===== src/rtl/spi_pkg.sv =====
// Shared constants for the SPI target: FSM state codes, data width and
// the helper that picks which spi_clk edge samples mosi.
package spi_pkg;

  localparam int DATA_W  = 8;
  localparam int STATE_W = 4;

  typedef logic [STATE_W-1:0] state_t;

  localparam logic [3:0] ST_IDLE  = 4'd0;
  localparam logic [3:0] ST_LOAD  = 4'd1;
  localparam logic [3:0] ST_SHIFT = 4'd2;
  localparam logic [3:0] ST_DONE  = 4'd3;

  // Modes 0 and 3 sample on the rising edge, modes 1 and 2 on the falling edge.
  function automatic logic sample_on_rise(input logic polarity, input logic phase);
    return polarity == phase;
  endfunction

endpackage


===== src/rtl/spi_sync2.sv =====
// Two-flop synchroniser for one asynchronous input; RST_VAL sets the
// value both flops take while reset is held low.
module spi_sync2 #(
  parameter logic RST_VAL = 1'b0
) (
  input  logic clk,
  input  logic reset,
  input  logic d,
  output logic q
);

  logic meta_q;
  logic sync_q;

  always_ff @(posedge clk or negedge reset) begin
    if (!reset) begin
      meta_q <= RST_VAL;
      sync_q <= RST_VAL;
    end else begin
      meta_q <= d;
      sync_q <= meta_q;
    end
  end

  assign q = sync_q;

endmodule


===== src/rtl/spi_target.sv =====
// SPI target (all four CPOL/CPHA modes) oversampled in the clk domain, with a
// one-byte transmit holding register and a per-byte receive strobe.
module spi_target
  import spi_pkg::*;
(
  input  logic              clk,
  input  logic              reset,
  input  logic              spi_clk,
  input  logic              cs,
  input  logic              mosi,
  output logic              miso,
  output logic              miso_oe,
  input  logic              polarity,
  input  logic              phase,
  input  logic [DATA_W-1:0] tx_data,
  input  logic              tx_valid,
  output logic              tx_ready,
  output logic [DATA_W-1:0] rx_data,
  output logic              rx_valid,
  output logic              tx_underrun,
  output logic [3:0]        state,
  output logic [3:0]        count
);

  logic spi_clk_s;
  logic cs_s;
  logic mosi_s;

  spi_sync2 #(.RST_VAL(1'b0)) u_sync_sclk (.clk(clk), .reset(reset), .d(spi_clk), .q(spi_clk_s));
  spi_sync2 #(.RST_VAL(1'b1)) u_sync_cs   (.clk(clk), .reset(reset), .d(cs),      .q(cs_s));
  spi_sync2 #(.RST_VAL(1'b0)) u_sync_mosi (.clk(clk), .reset(reset), .d(mosi),    .q(mosi_s));

  logic              spi_clk_prev_q, spi_clk_prev_d;
  logic              cs_prev_q, cs_prev_d;
  logic [1:0]        settle_q, settle_d;
  logic              armed_q, armed_d;
  state_t            state_q, state_d;
  logic [3:0]        count_q, count_d;
  logic [DATA_W-1:0] tx_shift_q, tx_shift_d;
  logic [DATA_W-1:0] rx_shift_q, rx_shift_d;
  logic [DATA_W-1:0] hold_q, hold_d;
  logic              hold_full_q, hold_full_d;
  logic [DATA_W-1:0] rx_data_q, rx_data_d;
  logic              rx_valid_q, rx_valid_d;
  logic              underrun_q, underrun_d;
  logic              miso_q, miso_d;

  logic              clk_rise, clk_fall;
  logic              sample_edge, shift_edge;
  logic              cs_fall, cs_rise;
  logic              tx_write, hold_take;
  logic [DATA_W-1:0] load_byte;

  assign clk_rise    = spi_clk_s & ~spi_clk_prev_q;
  assign clk_fall    = ~spi_clk_s & spi_clk_prev_q;
  assign sample_edge = sample_on_rise(polarity, phase) ? clk_rise : clk_fall;
  assign shift_edge  = sample_on_rise(polarity, phase) ? clk_fall : clk_rise;
  assign cs_fall     = ~cs_s & cs_prev_q;
  assign cs_rise     = cs_s & ~cs_prev_q;
  assign tx_write    = tx_valid & ~hold_full_q;
  assign load_byte   = hold_full_q ? hold_q : '0;

  always_comb begin
    spi_clk_prev_d = spi_clk_s;
    cs_prev_d      = cs_s;
    settle_d       = (settle_q == 2'd3) ? settle_q : settle_q + 2'd1;
    // The cs synchroniser leaves reset high, so a frame already in progress at
    // reset release would look like a fresh falling edge; only arm once cs has
    // been seen high after the synchroniser has flushed.
    armed_d        = armed_q | ((settle_q == 2'd3) & cs_s);
    state_d        = state_q;
    count_d        = count_q;
    tx_shift_d     = tx_shift_q;
    rx_shift_d     = rx_shift_q;
    rx_data_d      = rx_data_q;
    rx_valid_d     = 1'b0;
    underrun_d     = 1'b0;
    miso_d         = miso_q;
    hold_take      = 1'b0;

    case (state_q)
      ST_IDLE: begin
        count_d = '0;
        miso_d  = 1'b0;
        if (cs_fall && armed_q) state_d = ST_LOAD;
      end
      ST_LOAD: begin
        if (cs_rise) begin
          state_d = ST_IDLE;
          count_d = '0;
        end else begin
          hold_take  = 1'b1;
          underrun_d = ~hold_full_q;
          if (!phase) begin
            miso_d     = load_byte[DATA_W-1];
            tx_shift_d = {load_byte[DATA_W-2:0], 1'b0};
          end else begin
            tx_shift_d = load_byte;
          end
          state_d = ST_SHIFT;
        end
      end
      ST_SHIFT: begin
        if (cs_rise) begin
          state_d = ST_IDLE;
          count_d = '0;
        end else begin
          // With CPHA=0 bit 7 is already out, so the shift edge before the
          // first sample (e.g. the trailing edge of the previous byte) is skipped.
          if (shift_edge && (phase || count_q != 4'd0)) begin
            miso_d     = tx_shift_q[DATA_W-1];
            tx_shift_d = {tx_shift_q[DATA_W-2:0], 1'b0};
          end
          if (sample_edge) begin
            rx_shift_d = {rx_shift_q[DATA_W-2:0], mosi_s};
            if (count_q == 4'd7) begin
              count_d = '0;
              state_d = ST_DONE;
            end else begin
              count_d = count_q + 4'd1;
            end
          end
        end
      end
      ST_DONE: begin
        rx_data_d  = rx_shift_q;
        rx_valid_d = 1'b1;
        state_d    = cs_s ? ST_IDLE : ST_LOAD;
      end
      default: begin
        state_d = ST_IDLE;
        count_d = '0;
      end
    endcase

    hold_d      = tx_write ? tx_data : hold_q;
    hold_full_d = tx_write ? 1'b1 : (hold_take ? 1'b0 : hold_full_q);
  end

  always_ff @(posedge clk or negedge reset) begin
    if (!reset) begin
      spi_clk_prev_q <= 1'b0;
      cs_prev_q      <= 1'b1;
      settle_q       <= '0;
      armed_q        <= 1'b0;
      state_q        <= ST_IDLE;
      count_q        <= '0;
      tx_shift_q     <= '0;
      rx_shift_q     <= '0;
      hold_q         <= '0;
      hold_full_q    <= 1'b0;
      rx_data_q      <= '0;
      rx_valid_q     <= 1'b0;
      underrun_q     <= 1'b0;
      miso_q         <= 1'b0;
    end else begin
      spi_clk_prev_q <= spi_clk_prev_d;
      cs_prev_q      <= cs_prev_d;
      settle_q       <= settle_d;
      armed_q        <= armed_d;
      state_q        <= state_d;
      count_q        <= count_d;
      tx_shift_q     <= tx_shift_d;
      rx_shift_q     <= rx_shift_d;
      hold_q         <= hold_d;
      hold_full_q    <= hold_full_d;
      rx_data_q      <= rx_data_d;
      rx_valid_q     <= rx_valid_d;
      underrun_q     <= underrun_d;
      miso_q         <= miso_d;
    end
  end

  assign miso_oe     = ~cs_s;
  assign miso        = miso_oe & miso_q;
  assign tx_ready    = ~hold_full_q;
  assign rx_data     = rx_data_q;
  assign rx_valid    = rx_valid_q;
  assign tx_underrun = underrun_q;
  assign state       = state_q;
  assign count       = count_q;

endmodule


===== config.mk =====
export PLATFORM = sky130hd
export DESIGN_NAME = spi_target
export DESIGN_NICKNAME = d
export VERILOG_FILES = /design/src/rtl/spi_pkg.sv /design/src/rtl/spi_sync2.sv /design/src/rtl/spi_target.sv
export SDC_FILE = /design/constraint.sdc
export NUM_CORES = 1
export LEC_CHECK = 0
export ABC_CLOCK_PERIOD_IN_PS = 2000
export CORE_MARGIN = 4
export CORE_UTILIZATION = 50
export DETAILED_ROUTE_END_ITERATION = 10
export PLACE_DENSITY_LB_ADDON = 0.05
export SLEW_MARGIN = 20
export SYNTH_ARGS = -nofsm -noshare
export SYNTH_HDL_FRONTEND = slang
export SYNTH_SLANG_ARGS = --single-unit
export TNS_END_PERCENT = 30

===== constraint.sdc =====
create_clock -name clk -period 2 [get_ports clk]
set_input_delay 0.4 -clock clk [delete_from_list [all_inputs] [get_ports clk]]
set_output_delay 0.4 -clock clk [all_outputs]
set_load 0.01 [all_outputs]

==> metrics.cfg <==
[status]
status=complete, no violations

[drt]
post-route-drc-count=0
drtPass1Iterations=4
ant_nets=0
drt-total-wl_mm=4.29
vias_per_cell=5.19
num_vias=1520
detail_route.wl_per_cell_um=14.6
drt_iter0_drc=80

[clocking]
clkTransAtPathRegs_ns=0.09
clockBufferDepth=2
clkLatencyLatePin_ns=0.30
cts_inserted_buffers=5
htree_num_levels=2
ctsRootBufferMaster=clkbuf_8
cts_tree=yes
clock_sinks=53

[worst_setup_path]
crit_type=in -> reg
critPathCaptureType=flop
reg2reg_from=count[0]$_DFFE_PN0P_
required_ns=2.19
arrival_ns=2.18
cp-start-kind=input pin
r2r_cells=7
crit_fanout=10
reg2reg_to=tx_shift_q[1]$_DFFE_PN0P_
r2r_slack_ns=0.07

[sta]
fin_crit_sh_pct=99.7
slew_violations=0
whs_ns=0.0739
hold_violations=0
period_minus_slack_ns=1.99
setup_viol=0
setup_tns_ns=0
skew_ns=0.0109
max_freq_ghz=0.502
rsz0062_at_grt=false

[finish]
layout.nets=248
drive_gt1_share_pct=25.7
syn2layout_area_growth_pct=23.5
insertedDiodeCount=0
final_core_util_pct=63.5
final_cells=293

[global_route]
grt_pass1_vias=1597
globalRouteTotalUtil_pct=15.7
grt_pass1_wl_mm=7.40
grt_max_degree=54
antenna_found_initial=0
grt-ovfl-total=0

[synthesis]
yosys-top-cells-area=dfrtp_1 52%, mux2_4 9.9%, mux2_2 7.9%
syn_inst=184
synth-edff-count=0
ys_seq_area_share_pct=54.8
synth.most_common_cell=dfrtp_1
synth_common_cells=50 x dfrtp_1, 17 x mux2_2, 16 x mux2_4
synth.ff_latch_count=53
avgSynthCellArea_um2=13.2
synth_top_area_cell=dfrtp_1
synth_ff_type=dfrtp_1
synth_top_area_share_pct=51.5
ys_async_sr_fraction_pct=100
synth_cell_types=35
yosys_warnings=0
synth_area_um2=2430

[floorplan]
io_pins=37
die_area_um2=6040
die_h_um=77.7
core_um2=4720
rows=25
die_x_um=77.7
initial_utilization_pct=51.4

[place]
gp_congestion=0.805
dpl.cell_count=284
io_buffers=34
hpwlAfterDp_mm=3.03

[job]
max_cap_viol_count=0

[power]
power_frac_comb_pct=37.4
power_density_nw_per_um2=1240
power_leakage_uw=0.00137
seqPwrFrac_pct=42.7
ir_drop_mv=0.789
switching_share_pct=30.6
switchingPower_uw=1140
p_int_uw=2580
p_clk_share_pct=19.9

[min_path]
hp-class=in -> async

## how the worst max path moves through the flow
| stage | cells past startpoint | slack (ns) | from | end |
|---|---|---|---|---|
| after floorplan | 6 | 0.13 | state[0]$_DFFE_PN0P_ | tx_shift_q[0]$_DFFE_PN0P_ |
| after global placement | 6 | -0.31 | phase | tx_shift_q[3]$_DFFE_PN0P_ |
| after detailed placement | 6 | -0.39 | phase | tx_shift_q[1]$_DFFE_PN0P_ |
| after CTS | 6 | 0.03 | phase | tx_shift_q[1]$_DFFE_PN0P_ |
| after global routing | 7 | 0.002 | phase | tx_shift_q[1]$_DFFE_PN0P_ |
| final | 6 | 0.006 | phase | tx_shift_q[1]$_DFFE_PN0P_ |
## final cells by class
class | count | area, µm²
flip-flops and latches | 53 | 1330
repair buffers | 41 | 413
fillers | 358 | 1720
clock inverters | 1 | 30.0
multi-input cells | 117 | 1030
clock buffers | 7 | 86.3
well taps | 67 | 83.8
inverters | 7 | 26.3
## cells by family (layout without fill, tap and decap cells)
| kind of cell | Yosys count | after routing | share of synthesized area [%] |
|---|---|---|---|
| fa+ha+maj | 7 | 7 | 3.61 |
| xor+xnor | 2 | 2 | 0.721 |
| simple gates | 35 | 35 | 7.32 |
| mux | 44 | 44 | 22.5 |
| other cells | 1 | 2 | 0.154 |
| buf+inv | 15 | 56 | 3.25 |
| flops | 53 | 53 | 54.8 |
| compound gates | 27 | 27 | 7.68 |
## critical path, cell delays in order
cell and delay (ns):
clkdlybuf4s50_1 0.46, buf_4 0.22, o41ai_2 0.49, o22ai_4 0.15
buf_12 0.17, mux2_4 0.29
## sequential cells by signal, indices dropped and copies added (netlist names)
name,count
miso_q,1
u_sync_sclk.meta_q,1
u_sync_mosi.q,1
rx_shift_q,8
settle_q,2
state,2
rx_data,8
cs_prev_q,1
tx_underrun,1
u_sync_cs.q,1
armed_q,1
u_sync_cs.meta_q,1
hold_full_q,1
spi_clk_prev_q,1
u_sync_mosi.meta_q,1
rx_valid,1
count,4
tx_shift_q,8
u_sync_sclk.q,1
hold_q,8
## cells in the final DEF, fill, tap and decap left out, drive strengths merged
master,n
nand2,15
o21ai,12
clkdlybuf4s50,33
conb,2
dfrtp,50
nand2b,5
mux2,34
nand4,1
buf,8
nor2b,3
a21o,3
or4,1
nor2,4
o22ai,1
a32oi,1
clkbuf,7
a21oi,5
nand3,2
a22oi,2
xnor2,2
a22o,2
mux2i,10
and2,2
ha,7
dfstp,3
and4b,1
o41ai,1
inv,7
and3,1
bufinv,1
## routing by layer
metal,track usage (%),vias up,wire length [µm]
met5,0,-,0
li1,-,716,-
met2,26.3,33,2210
met4,6.05,0,42
met3,4.52,4,183
met1,19.0,767,1860
## metrics by stage
| stage | setup slack (ns) | instance area [µm²] | power, µW |
|---|---|---|---|
| after detailed placement | -0.393 | 2860 | 2970 |
| after floorplan | 0.133 | 2430 | 2500 |
| after global routing | 0.00174 | 3000 | 3970 |
| after CTS | 0.0274 | 3000 | 3760 |
| final | 0.00646 | 3000 | 3730 |
| after global placement | -0.313 | 2860 | 2910 |
## power groups by stage
stage | sequential [µW] | clock (µW) | combinational [µW]
CTS | 1600 | 763 | 1410
finish | 1590 | 741 | 1390
global route | 1640 | 819 | 1520
floorplan | 1580 | 0 | 924
global placement | 1600 | 0 | 1320
detailed placement | 1610 | 0 | 1350
## what timing repair did
item	in CTS	in global routing
buffers inserted	1	0
hold buffers	0	0
pin swaps	1	1
setup endpoints to repair	8	8
cloned	0	0
gates resized for setup	1	0
(Power assumes the default switching activity.)
